**config.mk**
```make
export PLATFORM = sky130hd
export DESIGN_NAME = fpu_mult_arbiter
export DESIGN_NICKNAME = d
export VERILOG_FILES = /design/src/rtl/fpu_mult_arbiter.sv
export SDC_FILE = /design/constraint.sdc
export NUM_CORES = 1
export LEC_CHECK = 0
export BUFFER_PORTS_ARGS = -buffer_cell sky130_fd_sc_hd__buf_2
export CAP_MARGIN = 30
export CORE_AREA = 8 8 157 159
export CTS_CLUSTER_SIZE = 25
export DETAILED_ROUTE_END_ITERATION = 12
export DIE_AREA = 0 0 165 167
export PLACE_DENSITY = 0.62
export SLEW_MARGIN = 10
export SYNTH_ARGS = -nofsm -noshare
export SYNTH_HDL_FRONTEND = slang
export SYNTH_SLANG_ARGS = --single-unit
```
**constraint.sdc**
```tcl
create_clock -name clk -period 2.5 [get_ports clk]
set_input_delay 0.25 -clock clk [delete_from_list [all_inputs] [get_ports clk]]
set_output_delay 0.25 -clock clk [all_outputs]
set_load 0.1 [all_outputs]
```
**src/rtl/fpu_mult_arbiter.sv**
```systemverilog
// fpu_mult_arbiter
// ----------------
// Shares one FPU_Multiplication_Function core between N_REQ requesters.
// A round-robin pick in IDLE accepts one request, the winner's operands and
// round mode are latched onto the FPU inputs, the beg_FSM/rst_FSM handshake
// is sequenced, and the FPU result and flags are returned to the winner with
// a one-cycle rsp_valid pulse.
//
// Optional build macro: FPU_MULT_TIMEOUT_EN
//   defined   : a WAIT-state watchdog aborts after TIMEOUT_CYC cycles and
//               answers the owner with rsp_error = 1 and a zero result.
//   undefined : WAIT waits for the FPU indefinitely, rsp_error is tied 0.
//
// Ports
//   clk, rst            : clock (rising edge), async active-low reset
//   req_valid/req_ready : per-requester request / one-hot accept (IDLE only)
//   req_data_x/_y       : packed operands, requester i at [i*W +: W]
//   req_round           : packed round modes, requester i at [2i +: 2]
//   rsp_valid           : one-hot response pulse to the owner
//   rsp_result/_overflow/_underflow/_error : held until the next response
//   busy                : high in every state except IDLE
//   fpu_*               : connection to the multiplier core
module fpu_mult_arbiter #(
  parameter int W           = 32,
  parameter int N_REQ       = 4,
  parameter int TIMEOUT_CYC = 64
) (
  input  logic               clk,
  input  logic               rst,
  input  logic [N_REQ-1:0]   req_valid,
  output logic [N_REQ-1:0]   req_ready,
  input  logic [N_REQ*W-1:0] req_data_x,
  input  logic [N_REQ*W-1:0] req_data_y,
  input  logic [2*N_REQ-1:0] req_round,
  output logic [N_REQ-1:0]   rsp_valid,
  output logic [W-1:0]       rsp_result,
  output logic               rsp_overflow,
  output logic               rsp_underflow,
  output logic               rsp_error,
  output logic               busy,
  output logic               fpu_beg_FSM,
  output logic               fpu_rst_FSM,
  output logic [W-1:0]       fpu_Data_MX,
  output logic [W-1:0]       fpu_Data_MY,
  output logic [1:0]         fpu_round_mode,
  input  logic               fpu_ready_flag,
  input  logic               fpu_overflow_flag,
  input  logic               fpu_underflow_flag,
  input  logic [W-1:0]       fpu_F_ieee_result
);

  localparam int GW = (N_REQ > 1) ? $clog2(N_REQ) : 1;

  typedef enum logic [2:0] {
    ST_FLUSH = 3'd0,
    ST_IDLE  = 3'd1,
    ST_LOAD  = 3'd2,
    ST_START = 3'd3,
    ST_WAIT  = 3'd4,
    ST_CLEAR = 3'd5,
    ST_RESP  = 3'd6
  } state_t;

  state_t state_r, state_s;

  logic [GW-1:0]    last_grant_r;
  logic [GW-1:0]    owner_r;
  logic [GW-1:0]    grant_idx_s;
  logic [GW-1:0]    scan_idx_s;
  logic             grant_found_s;
  logic [N_REQ-1:0] grant_s;
  logic             accept_s;
  logic             capture_s;
  logic             timeout_s;

  logic             fpu_rst_s;
  logic             fpu_beg_s;
  logic             busy_s;
  logic [N_REQ-1:0] rsp_valid_s;

  logic             fpu_rst_r;
  logic             fpu_beg_r;
  logic             busy_r;
  logic [N_REQ-1:0] rsp_valid_r;
  logic [W-1:0]     data_mx_r;
  logic [W-1:0]     data_my_r;
  logic [1:0]       round_r;
  logic [W-1:0]     result_r;
  logic             overflow_r;
  logic             underflow_r;

  // Round-robin pick: scan downwards so the candidate closest after
  // last_grant is written last and therefore wins.
  always_comb begin
    grant_idx_s   = last_grant_r;
    grant_found_s = 1'b0;
    scan_idx_s    = last_grant_r;
    for (int k = N_REQ; k >= 1; k--) begin
      scan_idx_s    = GW'((int'(last_grant_r) + k) % N_REQ);
      grant_idx_s   = req_valid[scan_idx_s] ? scan_idx_s : grant_idx_s;
      grant_found_s = grant_found_s | req_valid[scan_idx_s];
    end
    grant_s              = {N_REQ{1'b0}};
    grant_s[grant_idx_s] = grant_found_s;
  end

  assign req_ready = (state_r == ST_IDLE) ? grant_s : {N_REQ{1'b0}};
  assign accept_s  = (state_r == ST_IDLE) && grant_found_s;

`ifdef FPU_MULT_TIMEOUT_EN
  localparam int CW = $clog2(TIMEOUT_CYC + 1);
  logic [CW-1:0] wait_cnt_r;
  logic          rsp_error_r;
`endif

  // Next-state decode plus the next values of the registered FSM outputs.
  always_comb begin
    state_s   = state_r;
    capture_s = 1'b0;
    timeout_s = 1'b0;
    case (state_r)
      ST_FLUSH: begin
        if (!fpu_ready_flag) begin
          state_s = ST_IDLE;
        end else begin
          state_s = ST_FLUSH;
        end
      end
      ST_IDLE: begin
        if (grant_found_s) begin
          state_s = ST_LOAD;
        end else begin
          state_s = ST_IDLE;
        end
      end
      ST_LOAD:  state_s = ST_START;
      ST_START: state_s = ST_WAIT;
      ST_WAIT: begin
        if (fpu_ready_flag) begin
          state_s   = ST_CLEAR;
          capture_s = 1'b1;
        end else begin
`ifdef FPU_MULT_TIMEOUT_EN
          // Counter starts at 0 on the first WAIT cycle, so this fires on
          // the TIMEOUT_CYC-th WAIT cycle without a ready flag.
          if (wait_cnt_r == CW'(TIMEOUT_CYC - 1)) begin
            state_s   = ST_CLEAR;
            timeout_s = 1'b1;
          end else begin
            state_s = ST_WAIT;
          end
`else
          state_s = ST_WAIT;
`endif
        end
      end
      ST_CLEAR: begin
        if (!fpu_ready_flag) begin
          state_s = ST_RESP;
        end else begin
          state_s = ST_CLEAR;
        end
      end
      ST_RESP:  state_s = ST_IDLE;
      default:  state_s = ST_FLUSH;
    endcase

    // Outputs are registered from the next state so they line up with it.
    fpu_rst_s              = (state_s == ST_FLUSH) || (state_s == ST_CLEAR);
    fpu_beg_s              = (state_s == ST_START);
    busy_s                 = (state_s != ST_IDLE);
    rsp_valid_s            = {N_REQ{1'b0}};
    rsp_valid_s[owner_r]   = (state_s == ST_RESP);
  end

  // State register and registered handshake outputs.
  always_ff @(posedge clk or negedge rst) begin
    if (!rst) begin
      state_r     <= ST_FLUSH;
      fpu_rst_r   <= 1'b1;
      fpu_beg_r   <= 1'b0;
      busy_r      <= 1'b1;
      rsp_valid_r <= {N_REQ{1'b0}};
    end else begin
      state_r     <= state_s;
      fpu_rst_r   <= fpu_rst_s;
      fpu_beg_r   <= fpu_beg_s;
      busy_r      <= busy_s;
      rsp_valid_r <= rsp_valid_s;
    end
  end

  // Operand latch on accept and result capture on FPU ready or watchdog.
  always_ff @(posedge clk or negedge rst) begin
    if (!rst) begin
      data_mx_r    <= {W{1'b0}};
      data_my_r    <= {W{1'b0}};
      round_r      <= 2'b00;
      owner_r      <= {GW{1'b0}};
      last_grant_r <= GW'(N_REQ - 1);
      result_r     <= {W{1'b0}};
      overflow_r   <= 1'b0;
      underflow_r  <= 1'b0;
    end else begin
      if (accept_s) begin
        data_mx_r    <= req_data_x[grant_idx_s*W +: W];
        data_my_r    <= req_data_y[grant_idx_s*W +: W];
        round_r      <= req_round[grant_idx_s*2 +: 2];
        owner_r      <= grant_idx_s;
        last_grant_r <= grant_idx_s;
      end
      if (capture_s) begin
        result_r    <= fpu_F_ieee_result;
        overflow_r  <= fpu_overflow_flag;
        underflow_r <= fpu_underflow_flag;
      end else if (timeout_s) begin
        result_r    <= {W{1'b0}};
        overflow_r  <= 1'b0;
        underflow_r <= 1'b0;
      end
    end
  end

`ifdef FPU_MULT_TIMEOUT_EN
  // WAIT-cycle counter and the error flag returned with the response.
  always_ff @(posedge clk or negedge rst) begin
    if (!rst) begin
      wait_cnt_r  <= {CW{1'b0}};
      rsp_error_r <= 1'b0;
    end else begin
      if (state_r != ST_WAIT) begin
        wait_cnt_r <= {CW{1'b0}};
      end else begin
        wait_cnt_r <= wait_cnt_r + CW'(1);
      end
      if (capture_s) begin
        rsp_error_r <= 1'b0;
      end else if (timeout_s) begin
        rsp_error_r <= 1'b1;
      end
    end
  end

  assign rsp_error = rsp_error_r;
`else
  assign rsp_error = 1'b0;
`endif

  assign rsp_valid      = rsp_valid_r;
  assign rsp_result     = result_r;
  assign rsp_overflow   = overflow_r;
  assign rsp_underflow  = underflow_r;
  assign busy           = busy_r;
  assign fpu_beg_FSM    = fpu_beg_r;
  assign fpu_rst_FSM    = fpu_rst_r;
  assign fpu_Data_MX    = data_mx_r;
  assign fpu_Data_MY    = data_my_r;
  assign fpu_round_mode = round_r;

endmodule
```
* Yosys cells after proc, flatten, opt, wreduce, memory -nomap -nowiden
Cells that the tools add are included.
** Word-level totals
- Register bits :: 114
- Output and inout bits :: 112
- Word-level logic and storage cells :: 73
- Bits of input ports :: 305
** Operators by class
- Shifts and indexed selects :: 3
- $add $sub $neg :: 4
- Bitwise gates (word level) :: 5
- Reductions and logical operators :: 6
- Mux-type cells :: 24
- Magnitude comparators :: 8
- Equal/unequal tests :: 10
** Operators by type and width (number)
- indexed part select 128 x 8 -> 32 bit :: 2
- case mux 3 bit (7 select lines) :: 1
- less-than comparator 2 x 3 -> 1 bit, second input constant :: 6
- equality test 3 bit, second input constant :: 5
- two-way mux 2 bit :: 6
- two-way mux 1 bit :: 10
- equality test 3 x 2 -> 1 bit, second input constant :: 3
- AND 4 bit :: 2
- binary-select mux 1 bit (select 2 bit) :: 4
- indexed part select 8 x 4 -> 2 bit :: 1
- zero test 3 bit :: 2
- adder 2 x 1 -> 2 bit, second input constant :: 2
- adder 2 bit, second input constant :: 2
- demux 1 bit (select 2 bit) :: 2
- >= comparator 2 x 1 -> 1 bit, second input constant :: 2
- two-way mux 4 bit :: 1
- equality test 3 x 1 -> 1 bit, second input constant :: 1
- logical AND 1 bit :: 3
- != test 3 x 1 -> 1 bit, second input constant :: 1
- OR 1 bit :: 3
- logical OR 1 bit :: 1

* Depth between registers and ports, before layout
Gate-level depths: netlist of run 1.
- Word-level depth :: 13
- Depth in mapped cells :: 9
- Depth with buffers taken out :: 5

* Worst setup path after synthesis of run 1
Ideal clock, no wire load.
- Path kind :: register to output
- Start point :: register last_grant_r[1]
- End point :: output req_ready[3]
- Cell stages (with the launch flop) :: 8
- Arrival time :: 2.870 ns
- Path buffers :: 3
- Slack :: -0.620 ns
- Data required time :: 2.250 ns
- Cells stage by stage :: dfstp_2 > buf_6 > nand3b_1 > a31oi_2 > buf_2 > buf_1 > nand2_1 > nor2_1
** On the way
- Longest elaborated chain between the ends :: 13
- Elaborated cells on any way between the ends :: 26
- Classes of those cells :: add/sub: 4; order compare: 2; mux: 15; bitwise: 4; reduce/logical: 1
** RTL lines
- from (decl) :: RTL line 66 : logic [GW-1:0] last_grant_r;
- from (signal assigned) :: RTL line 200 : last_grant_r <= GW'(N_REQ - 1);
- from (signal assigned) :: RTL line 210 : last_grant_r <= grant_idx_s;
- adder 2 x 1 -> 2 bit :: RTL line 99 : scan_idx_s = GW'((int'(last_grant_r) + k) % N_REQ);
- binary-select mux 1 bit (select 2 bit) :: RTL line 100, 101
- two-way mux 1 bit (not written as such) :: RTL line 100, 101
- two-way mux 2 bit (4 in series) :: RTL line 100 : grant_idx_s = req_valid[scan_idx_s] ? scan_idx_s : grant_idx_s;
- less-than comparator 2 x 3 -> 1 bit (not written as such) or >= comparator 2 x 1 -> 1 bit (tied branches) :: RTL line 104 : grant_s[grant_idx_s] = grant_found_s;
- logical AND 1 bit (not written as such) :: RTL line 104
- two-way mux 1 bit (not written as such) :: RTL line 104
- demux 1 bit (select 2 bit) :: RTL line 104
- AND 4 bit (no line) (*)
- two-way mux 4 bit (*) :: RTL line 107 : assign req_ready = (state_r == ST_IDLE) ? grant_s : {N_REQ{1'b0}};
- to (decl) :: RTL line 31 : output logic [N_REQ-1:0] req_ready,
Every way passes the cells marked *; elsewhere a longest branch is shown, timed or not. The select of a mux whose other input is x is not followed.

* Final worst setup path of run 1
- Start point :: register last_grant_r[1]
- End point :: output req_ready[2]
Same word-level chain as after synthesis.

==> results.json, run 1 <==
{
  "status": "complete, no violations",
  "syn_area_um2": 6660,
  "place_ws_ps": 18.0,
  "fin_worst_skew_ps": 11.7,
  "slew_violations": 0,
  "die-area_um2": 27600,
  "drive_above_1_share": 0.548,
  "drcViolationCount": 0,
  "slew_headroom": 0.452,
  "clock_latency_ps": 420,
  "finalCritPeriodShare": 0.982,
  "core_um2": 22200,
  "fin_ws_ps": 45.6,
  "cts_htree_levels": 4,
  "postRouteAntennaNets": 0,
  "gp_congestion": 0.794,
  "clkSlewWorstSetupHoldPaths_ps": 60,
  "synth_area_leaders": "dfrtp_1 41%, mux2i_1 10%, a221o_1 9.8%",
  "max_cap_violations": 0,
  "timing.rr.start": "last_grant_r[1]$_DFFE_PN1P_",
  "grt_pass1_vias": 7086,
  "r2r-end": "fpu_Data_MY[3]$_DFFE_PN0P_",
  "initial_core_util": 0.300,
  "hold_end": "rsp_overflow$_DFFE_PN0P_",
  "finalWirelength_um": 28500,
  "worstHoldPathCells": 2,
  "cts_made_buffers": 17,
  "finalCriticalPeriod_ps": 2450,
  "syn_nets": 903,
  "avgRoutedWirePerCell_um": 21.5,
  "synth_top_area_cell": "dfrtp_1",
  "ys_seq_area_frac": 0.429,
  "nets": 1331,
  "reg2reg_depth": 8,
  "holdCritPathClass": "primary input to flop",
  "cp-end-kind": "output pin",
  "fmaxAchievable_mhz": 407,
  "initialDrtViolationCount": 486,
  "ios": 417,
  "final_core_util": 0.461,
  "setup_tns_ps": 0,
  "synthCells": 598,
  "startpoint_type": "flop",
  "crit_arrival_ps": 2200,
  "worstHoldStart": "fpu_overflow_flag",
  "synth_cell_types": 37,
  "dp_hpwl_um": 19100,
  "antenna_found_initial": 1,
  "die_w_um": 165,
  "synth-seq-cells": 114,
  "area_delta_synth_final_pct": 54.1,
  "crit_path_max_fanout": 5,
  "dr_total_vias": 6833,
  "cts.sinks": 114,
  "via_per_inst": 5.16,
  "worstSetupPathType": "flop to output pin",
  "hold_violations": 0,
  "clock-root-buffer": "clkbuf_16",
  "port-buffer-count": 415,
  "yosysWarnings": 0,
  "cts_tree": "done",
  "ff2ff_setup_slack_ps": 60,
  "track_usage": 0.186,
  "timing.hold.ws_ps": 51.6,
  "required_ps": 2250,
  "die_y_um": 167,
  "setup_violations": 0,
  "grt_setup_unrepaired": "yes",
  "firstDrtPassIters": 5,
  "syn_avg_cell_area_um2": 11.1,
  "worst_pin_slew_ps": 822,
  "grt_max_degree": 115,
  "fillCellCount": 2110,
  "clockBufferDepth": 2,
  "grt_overflow": 0,
  "grt_pass1_wl_um": 39900,
  "rows": 55,
  "synth_top_area_share": 0.413
}
[per-stage QoR]
stage / std cells / cell area [um2]
2_1_floorplan: 598 / 6670
3_3_place_gp: 1256 / 9110
3_5_place_dp: 1256 / 9110
4_1_cts: 1297 / 9890
5_1_grt: 1325 / 10300
6_report: 1325 / 10300
[registers in the layout (all words and copies together) (netlist names)]
register and cells:
fpu_round_mode 2, owner_r 2, fpu_beg_FSM 1, last_grant_r 2
fpu_Data_MY 32, fpu_rst_FSM 1, state_r 3, rsp_underflow 1
rsp_overflow 1, busy 1, rsp_valid 4, rsp_result 32
fpu_Data_MX 32
[worst max path at each step]
stage,startpoint,endpoint
after floorplan,last_grant_r[1]$_DFFE_PN1P_,req_ready[3]
after global placement,state_r[0]$_DFF_PN0_,req_ready[0]
after detailed placement,state_r[0]$_DFF_PN0_,req_ready[0]
after CTS,last_grant_r[1]$_DFFE_PN1P_,req_ready[2]
after global routing,last_grant_r[1]$_DFFE_PN1P_,req_ready[2]
final,last_grant_r[1]$_DFFE_PN1P_,req_ready[2]
[logic make-up (layout without fill, tap and decap cells)]
kind of cell           Yosys count  after routing  share of synthesized area
AOI/OAI and AO/OA               78             78                      0.115
buffers and inverters           68            508                     0.0569
DFF                            114            114                      0.429
muxes                          167            167                      0.270
other                            1              2                   0.000563
and+or+nand+nor                170            171                      0.129
[worst max-delay path: stages (launching register included)]
cell,delay [ps]
dfstp_2,570
mux2i_1,220
nor2_2,70
a311oi_4,300
buf_6,180
buf_12,110
and3_4,170
buf_12,170
[synthesized netlist by cell type]
cell	number
a31oi_2	1
buf_2	14
mux2_1	53
dfstp_2	4
nand2b_1	5
nand3_1	130
a311oi_2	1
a32oi_1	1
nor3b_2	1
a221oi_1	1
o41ai_2	1
clkbuf_1	31
nand3b_1	2
a221o_1	65
inv_1	2
nor3b_1	1
dfrtp_1	110
buf_12	1
nor2_1	16
conb_1	1
a21o_1	2
nand2_1	3
and2_1	1
mux2_2	46
buf_4	2
nor2b_1	4
nor3_1	4
o21a_1	1
a21oi_1	3
o21ai_0	1
and3_1	2
or3_1	1
buf_1	10
buf_8	6
buf_6	2
mux2i_1	68
o221ai_1	1
[metal layers]
metal,track usage,part of all wire,vias up
met2,0.325,0.51,326
li1,-,-,3147
met5,0,0,-
met4,0.0556,0.015,0
met1,0.216,0.38,3329
met3,0.0508,0.085,31
[repair_timing]
item                                    CTS  global route
hold buffers                              1             0
gates cloned                              3             8
resized for setup                         4            21
pin swaps                                 3             5
endpoints found under the hold margin   110             0
buffers inserted                          5            19
endpoints found under the setup margin    4            41
[layout make-up]
cell class	instances	area, um2	share of cell area
multi-input combinational	417	3500	0.341
timing repair buffer	474	2890	0.282
inverter	2	7.51	0.000732
tap	285	357	0.0348
clock buffer	18	439	0.0428
sequential	114	2860	0.279
antenna	1	2.50	0.000244
clock inverter	14	199	0.0194
[cell usage in the layout (no fill, tap or decap), drive strengths merged, types with 2 or more instances in the layout]
cell,count
inv,7
nor2,17
nand3,130
a21o,2
nand2b,5
clkbuf,24
mux2,99
nor3b,2
nor2b,4
a221o,65
bufinv,4
and3,2
mux2i,68
dfrtp,110
buf,466
a21oi,3
dfstp,4
nand3b,2
nor3,4
nand2,3
clkinv,4
Power of run 1 is left out: the tool's default activity adds up to more than one toggle a clock period on the data nets, which glitch-free logic cannot reach.
==> run 2: changes to the inputs <==
==> constraint.sdc (replaced) <==
create_clock -name clk -period 2.5 [get_ports clk]
set_input_delay 0.5 -clock clk [delete_from_list [all_inputs] [get_ports clk]]
set_output_delay 0.5 -clock clk [all_outputs]
set_load 0.1 [all_outputs]
==> run 2 against run 1 <==
Effect of this change:
- via count fell by 1.4%
- final area fell by 1.4%
- non-clock buffer count fell by 3
- routed wire length fell by 5.1%
- die area did not move
- the run now ends with negative setup slack left
- core utilization fell by 0.63 points
==> results.json, run 2 (synthesized netlist as in run 1, its figures left out) <==
{
  "status": "complete, but fails checks",
  "violations": "negative setup slack",
  "worstSetupPathType": "flop to output pin",
  "antenna_found_initial": 3,
  "finalCriticalPeriod_ps": 2590,
  "hold_violations": 0,
  "fmaxAchievable_mhz": 387,
  "clockBufferDepth": 2,
  "use_met3": 0.0508,
  "slew_headroom": 0.605,
  "drive_above_1_share": 0.551,
  "clock-root-buffer": "clkbuf_16",
  "setup_violations": 5,
  "cts.sinks": 114,
  "cts_made_buffers": 17,
  "dp_hpwl_um": 20100,
  "crit_arrival_ps": 2090,
  "cp_slowest_stage_delay_ps": 580,
  "area_delta_synth_final_pct": 52.0,
  "rows": 55,
  "die-area_um2": 27600,
  "clkSlewWorstSetupHoldPaths_ps": 60,
  "dr_total_vias": 6738,
  "initial_core_util": 0.300,
  "port-buffer-count": 415,
  "final_cell_mix": "410 x buf_2, 130 x nand3_1, 110 x dfrtp_1, 68 x mux2i_1, 65 x a221o_1",
  "grt_setup_unrepaired": "yes",
  "final_common_cell": "buf_2",
  "grt_overflow": 0,
  "cts_htree_levels": 4,
  "multiInputGateArea_um2": 3520,
  "gr-usage-met1": 0.212,
  "cp-end-kind": "output pin",
  "startpoint_type": "flop",
  "grt_pass1_vias": 6944,
  "grt_max_degree": 76,
  "clock_latency_ps": 420,
  "cts_tree": "done",
  "finalWirelength_um": 27000,
  "use_met2": 0.317,
  "required_ps": 2000,
  "drcViolationCount": 0,
  "slew_violations": 0,
  "grt_pass1_wl_um": 39400,
  "fin_worst_skew_ps": 14.5,
  "ios": 417,
  "die_w_um": 165,
  "startpoint": "last_grant_r[1]$_DFFE_PN1P_",
  "worst_pin_slew_ps": 593,
  "slowest_stage": "dfstp_2",
  "initialDrtViolationCount": 624,
  "nets": 1327,
  "fillCellCount": 2161,
  "hold_buffers": 0,
  "regArea_um2": 2860,
  "track_usage": 0.183,
  "crit_chain": "buf_4 -> nand3b_1 -> a31oi_4 -> buf_4 -> nor2_4 -> and2_4 -> buf_12",
  "postRouteAntennaNets": 0,
  "place_inst": 1262,
  "max_cap_violations": 0,
  "core_um2": 22200,
  "path_common_cell": "buf_4",
  "via_per_inst": 5.10,
  "crit_path_max_fanout": 7,
  "timing.rr.start": "last_grant_r[1]$_DFFE_PN1P_",
  "fin_ws_ps": -85.8,
  "finalCritPeriodShare": 1.03,
  "gp_congestion": 0.827,
  "firstDrtPassIters": 4,
  "avgRoutedWirePerCell_um": 20.5,
  "die_y_um": 167,
  "stdcell_count": 1320,
  "holdCritPathClass": "primary input to async pin",
  "top_usage_layer": "met2"
}
==> run 2: changes by cell type in the layout (fill, tap and decap cells not counted), sizes merged <==
cell         delta
clkinvlp        +4
dlygate4sd3     -1
bufinv          -3
inv             -3
bufbuf          -1
nor2            -1
==> run 2: worst paths after layout <==
kind                                          endpoint  depth (start not counted)  slack, ps
max                                       req_ready[0]                          7        -90
min                          rsp_result[9]$_DFFE_PN0P_                          1         90
max reg2reg                fpu_Data_MY[18]$_DFFE_PN0P_                          9          0
min reg2reg                 rsp_result[31]$_DFFE_PN0P_                          1        490
max in group asynchronous  fpu_Data_MX[24]$_DFFE_PN0P_                          2       1750
min in group clk             rsp_result[0]$_DFFE_PN0P_                          2        300
==> run 2: what timing repair did <==
action,in CTS,in global routing
gates resized for setup,3,15
setup buffers,8,14
cloned,0,5
endpoints found under the hold margin,0,0
pin swaps,2,3
setup endpoints to repair,4,55
==> run 2: worst max-delay path, delay by kind of cell, from the launching register on <==
kind | cells | cell delay [ps]
buffers and inverters | 3 | 480
AND/OR/NAND/NOR | 3 | 310
AO/OA/AOI/OAI | 1 | 310
flip-flops | 1 | 580
==> run 2: metal layers <==
metal / vias up / wire length, um
li1: 3137 / -
met1: 3273 / 10600
met2: 299 / 13800
met3: 27 / 2220
met4: 2 / 435
met5: - / 18
==> run 2: area by class of cell <==
cell class / instances / area share
tap: 285 / 0.0352
inverter: 2 / 0.000742
multi-input combinational: 416 / 0.348
clock inverter: 12 / 0.0108
clock buffer: 19 / 0.0448
timing repair buffer: 471 / 0.278
sequential: 114 / 0.282
antenna: 1 / 0.000247
==> run 2: metrics by stage <==
stage | worst slack [ps] | hold WS [ps] | setup TNS [ps] | utilization | instance area (um2)
after floorplan | -102 | 204 | -102 | - | 6690
final | -85.8 | 89.4 | -245 | 0.455 | 10100
after detailed placement | 25.9 | 470 | 0 | 0.414 | 9200
after global routing | -175 | 116 | -2740 | 0.455 | 10100
after CTS | -86.4 | 94.4 | -231 | 0.442 | 9830
after global placement | 59.7 | 465 | 0 | 0.414 | 9200
Power of run 2 is left out for the same reason.
